===== src/rtl/rf_ctrl.sv =====
// Register-file command controller: accepts LI/ALU/RD commands, drives an
// external register file's read/write ports and returns RD data on a response port.
module rf_ctrl #(
  parameter int DW = 8,
  parameter int AW = 3
) (
  input  logic          clk,
  input  logic          rst,
  input  logic          cmd_valid,
  output logic          cmd_ready,
  input  logic [2:0]    cmd_op,
  input  logic [AW-1:0] cmd_rd,
  input  logic [AW-1:0] cmd_rs,
  input  logic [AW-1:0] cmd_rt,
  input  logic [DW-1:0] cmd_imm,
  output logic          rsp_valid,
  input  logic          rsp_ready,
  output logic [DW-1:0] rsp_data,
  output logic          flag_z,
  output logic          rf_wen,
  output logic [AW-1:0] rf_rw,
  output logic [DW-1:0] rf_busw,
  output logic [AW-1:0] rf_rx,
  output logic [AW-1:0] rf_ry,
  input  logic [DW-1:0] rf_busx,
  input  logic [DW-1:0] rf_busy
);

  typedef enum logic [1:0] {
    IDLE,
    EXEC,
    RESP
  } state_t;

  localparam logic [2:0] OP_NOP = 3'd0;
  localparam logic [2:0] OP_LI  = 3'd1;
  localparam logic [2:0] OP_ADD = 3'd2;
  localparam logic [2:0] OP_SUB = 3'd3;
  localparam logic [2:0] OP_AND = 3'd4;
  localparam logic [2:0] OP_OR  = 3'd5;
  localparam logic [2:0] OP_XOR = 3'd6;
  localparam logic [2:0] OP_RD  = 3'd7;

  state_t state, nxt;

  logic [2:0]    op_q;
  logic [AW-1:0] rd_q, rs_q, rt_q;
  logic [DW-1:0] imm_q;
  logic          is_wr;

  assign is_wr = (op_q != OP_NOP) && (op_q != OP_RD);
  assign rf_rx = rs_q;
  assign rf_ry = rt_q;
  assign rf_rw = rd_q;

  always_ff @(posedge clk or posedge rst) begin
    if (rst) state <= IDLE;
    else     state <= nxt;
  end

  always_ff @(posedge clk or posedge rst) begin
    if (rst) begin
      op_q  <= '0;
      rd_q  <= '0;
      rs_q  <= '0;
      rt_q  <= '0;
      imm_q <= '0;
    end else if (state == IDLE && cmd_valid) begin
      op_q  <= cmd_op;
      rd_q  <= cmd_rd;
      rs_q  <= cmd_rs;
      rt_q  <= cmd_rt;
      imm_q <= cmd_imm;
    end
  end

  always_ff @(posedge clk or posedge rst) begin
    if (rst) begin
      flag_z   <= 1'b0;
      rsp_data <= '0;
    end else if (state == EXEC) begin
      if (is_wr)          flag_z   <= (rf_busw == '0);
      if (op_q == OP_RD)  rsp_data <= rf_busx;
    end
  end

  always_comb begin
    nxt       = state;
    cmd_ready = 1'b0;
    rsp_valid = 1'b0;
    rf_wen    = 1'b0;
    unique case (state)
      IDLE: begin
        cmd_ready = 1'b1;
        if (cmd_valid) nxt = EXEC;
      end
      EXEC: begin
        rf_wen = is_wr;
        nxt    = (op_q == OP_RD) ? RESP : IDLE;
      end
      RESP: begin
        rsp_valid = 1'b1;
        if (rsp_ready) nxt = IDLE;
      end
      default: nxt = IDLE;
    endcase
  end

  // Operands are the pre-write register values, so rd==rs is safe.
  always_comb begin
    rf_busw = '0;
    unique case (op_q)
      OP_LI:   rf_busw = imm_q;
      OP_ADD:  rf_busw = rf_busx + rf_busy;
      OP_SUB:  rf_busw = rf_busx - rf_busy;
      OP_AND:  rf_busw = rf_busx & rf_busy;
      OP_OR:   rf_busw = rf_busx | rf_busy;
      OP_XOR:  rf_busw = rf_busx ^ rf_busy;
      OP_NOP,
      OP_RD:   rf_busw = '0;
      default: rf_busw = '0;
    endcase
  end

endmodule

===== config.mk =====
export PLATFORM = sky130hd
export DESIGN_NAME = rf_ctrl
export DESIGN_NICKNAME = d
export VERILOG_FILES = /design/src/rtl/rf_ctrl.sv
export SDC_FILE = /design/constraint.sdc
export NUM_CORES = 1
export LEC_CHECK = 0
export BUFFER_PORTS_ARGS = -buffer_cell sky130_fd_sc_hd__clkbuf_2
export CAP_MARGIN = 20
export CORE_ASPECT_RATIO = 1.5
export CORE_MARGIN = 2
export CORE_UTILIZATION = 25
export CTS_BUF_LIST = sky130_fd_sc_hd__clkbuf_4
export CTS_CLUSTER_DIAMETER = 60
export DETAILED_ROUTE_END_ITERATION = 16
export PLACE_DENSITY_LB_ADDON = 0.3
export SKIP_LAST_GASP = 1
export SLEW_MARGIN = 20
export SYNTH_ARGS = -nofsm -noshare
export SYNTH_HDL_FRONTEND = slang
export SYNTH_SLANG_ARGS = --single-unit

===== constraint.sdc =====
create_clock -name clk -period 3.52 [get_ports clk]
set_input_delay 0.176 -clock clk [delete_from_list [all_inputs] [get_ports clk]]
set_output_delay 0.176 -clock clk [all_outputs]
set_load 0.005 [all_outputs]

==> results by group <==
Global route
  • GRT Resource Usage Total: 0.134
  • Vias in the first global route: slightly below 2000
  • Antenna violations before repair: 0
  • GRT overflow: 0
  • First-pass GRT wire length: slightly below 10000 um
  • Largest net degree at the start of global routing: 32

Yosys
  • Post-synth top area share: 0.343
  • Yosys top cell by area: dfrtp_1
  • Post-synth EDFFs: 0
  • Mean Syn Cell Area: 10.2 um^2
  • Mapped Area: roughly 0.0023 mm^2
  • FFs w/ async S/R, synth: 1.00
  • Syn. warnings: 0
  • #FFs+latches synth: 31
  • Synth Instances: about 220
  • Synth Flop Type: dfrtp_1
  • Synth Net Count: 288
  • Netlist cell types: 49
  • Register area share after synthesis: 0.343
  • Area contributors post-synth: dfrtp_1 34%, mux2_2 14%, ha_1 13%

Timing
  • Final setup violation count: 0
  • Final Hold Viols: 0
  • RSZ-0062 raised after global routing: false
  • Final TNS setup: 0 ps
  • Worst slew margin: 0.359
  • Fin crit period: between 3000 and 4000 ps
  • Pins Over Slew Limit: 0
  • Layout Skew: between 10 and 15 ps
  • Slew of the pin with the lowest slew margin: around 960 ps
  • Max Clk Rate: around 0.31 GHz
  • Fin crit share: 0.911

Worst setup path
  • WP data arrival: 3030 ps
  • Worst reg2reg endpoint: flag_z
  • Worst EP required: ~3300 ps
  • Worst r2r path cells: 9
  • R2R setup slack: 500 ps
  • R2R Path Start: op_q[0]
  • Setup crit end kind: output pin
  • Worst Setup Path Type: reg -> out
  • Startpoint Class: register
  • Crit path max fanout: 15

Drt
  • Post-route ant nets: 0
  • Drt drc: 0
  • Via/cell ratio: between 4 and 5
  • Initial drt markers: roughly 140
  • DR vias: 1902
  • Final wirelength: roughly 6000 um
  • First-pass DRT Iterations: 4
  • WL/cell: 14.8 um

Floorplan
  • Die X: between 80 and 90 um
  • Initial core utilization: 0.257
  • I/O pin cnt: 69
  • Die area: just under 0.01 mm^2
  • Num rows: 42
  • Die height: 121 um
  • Core Footprint: about 0.0088 mm^2

Min path
  • HP Class: in -> reg
  • Hold Path Depth: 2
  • Min-delay src: cmd_rs[2]
  • Worst Hold Path EP: rf_rx[2]

Final layout
  • Synth-to-Final Area Change: 23.0%
  • N_diodes: 0
  • Layout fillers: 950
  • Final core utilization: 0.316
  • Nets@finish: ~360
  • Storage cell area: just under 800 um^2
  • Layout cells sized above 1: 0.381
  • Area of the multi-input gates: roughly 0.0014 mm^2
  • Commonest non-fill, non-tap cell in the layout: clkbuf_2
  • Commonest cells after routing, fill and taps aside: 68 x clkbuf_2, 30 x dfrtp_1, 28 x mux2_2

Run status
  • Status: finished clean

Pwr
  • Sequential share of power: 0.357
  • Peak supply drop: between 0.2 and 0.3 mV
  • Internal: a little over 900 uW
  • Clock power share: 0.145
  • Pwr dens: around 540 mW/mm^2
  • Sw Ratio: 0.388
  • Cell leakage power: 0.00136 uW
  • Combinational power share: 0.499
  • Psw: 579 uW

CTS
  • Setup Fix Bufs, Post-CTS: 0
  • CTS Sinks: 31
  • H-tree levels: 2
  • Worst-path clk slew: between 100 and 150 ps
  • TritonCTS Buffers: 5
  • Clock latency at the later pin of the worst-skew pair: ~350 ps
  • Clock Tree Buf Depth: 2
  • Clock root buffer: clkbuf_4
  • TritonCTS clock tree: built

Placed design
  • Dpl hpwl: 4790 um
  • Gpl congestion: slightly above 0.9
  • IO buf count: just under 70

Flow run
  • Max-Cap Viols: 0
## area by class of cell
class	count	share of cell area
multi-input cells	162	0.489
flip-flops and latches	31	0.279
repair buffers	72	0.134
well taps	110	0.0494
inverters	21	0.0283
clock buffers	5	0.0135
clock inverters	3	0.00718
## cells in the mapped netlist, drive strengths merged (3+ instances only)
cell     n
o21ai    7
nand2b   4
nand3    3
dfrtp   31
xnor2   10
inv     21
nand2    9
nor2b   10
a21oi    8
a31oi    5
clkbuf   5
buf      4
a21o     3
nor2    13
ha      24
or3      4
mux2    28
## timing repair
action                                  in CTS  in global routing
endpoints found under the setup margin       0                  2
gates resized for setup                      0                  1
hold endpoints to repair                    31                  0
hold buffers                                 1                  0
## sequential cells by signal, indices dropped and copies added (netlist names)
| signal | count |
|---|---|
| op_q | 3 |
| rsp_data | 8 |
| state | 2 |
| flag_z | 1 |
| imm_q | 8 |
| rf_ry | 3 |
| rf_rx | 3 |
| rf_rw | 3 |
## stage by stage
stage | instances | power (uW) | hold slack [ps] | cell area (um^2) | worst slack (ps)
final | 404 | 1490 | 46.4 | 2790 | 315
after global routing | 404 | 1630 | 26.8 | 2790 | 101
after CTS | 404 | 1520 | 24.2 | 2790 | 143
after detailed placement | 395 | 1290 | 267 | 2720 | 310
after global placement | 395 | 1280 | 271 | 2720 | 436
after floorplan | 223 | 1020 | 280 | 2260 | 850
## per-layer routing
| layer | track usage | part of all wire |
|---|---|---|
| met5 | 0 | 0 |
| met4 | 0.0573 | 0.023 |
| met3 | 0.0291 | 0.058 |
| met2 | 0.223 | 0.52 |
| met1 | 0.163 | 0.40 |
## worst max path at each step
stage,startpoint,to,slack [ps],cells after the start
floorplan,op_q[2],flag_z,850,11
finish,op_q[0],rf_busw[6],310,9
global placement,op_q[0],flag_z,440,9
detailed placement,op_q[0],flag_z,310,9
CTS,op_q[0],rf_busw[6],140,9
global route,op_q[0],rf_busw[6],100,9
## cells by family after synthesis
family / Yosys count / synth area share
AND/OR/NAND/NOR: 54 / 0.135
buffers and inverters: 30 / 0.0558
adder cells (fa/ha/maj): 25 / 0.141
XOR/XNOR: 10 / 0.0387
multiplexers: 29 / 0.144
AO/OA/AOI/OAI: 44 / 0.143
flip-flops: 31 / 0.343
## worst max-delay path, cell delays in order, from the launching register on
cell	delay [ps]
dfrtp_2	520
and3b_1	390
mux2i_1	180
fa_1	450
a21oi_1	220
o211ai_1	140
or3_1	310
a31oi_1	250
nor2_1	100
clkbuf_2	120
## power by group through the flow
stage | Sequential [uW] | Combinational [uW] | Clock [uW]
6_report | 532 | 744 | 216
5_1_grt | 552 | 834 | 241
4_1_cts | 534 | 756 | 230
3_5_place_dp | 542 | 751 | 0
3_3_place_gp | 538 | 745 | 0
2_1_floorplan | 528 | 490 | 0
Power figures use the tool's default switching activity.
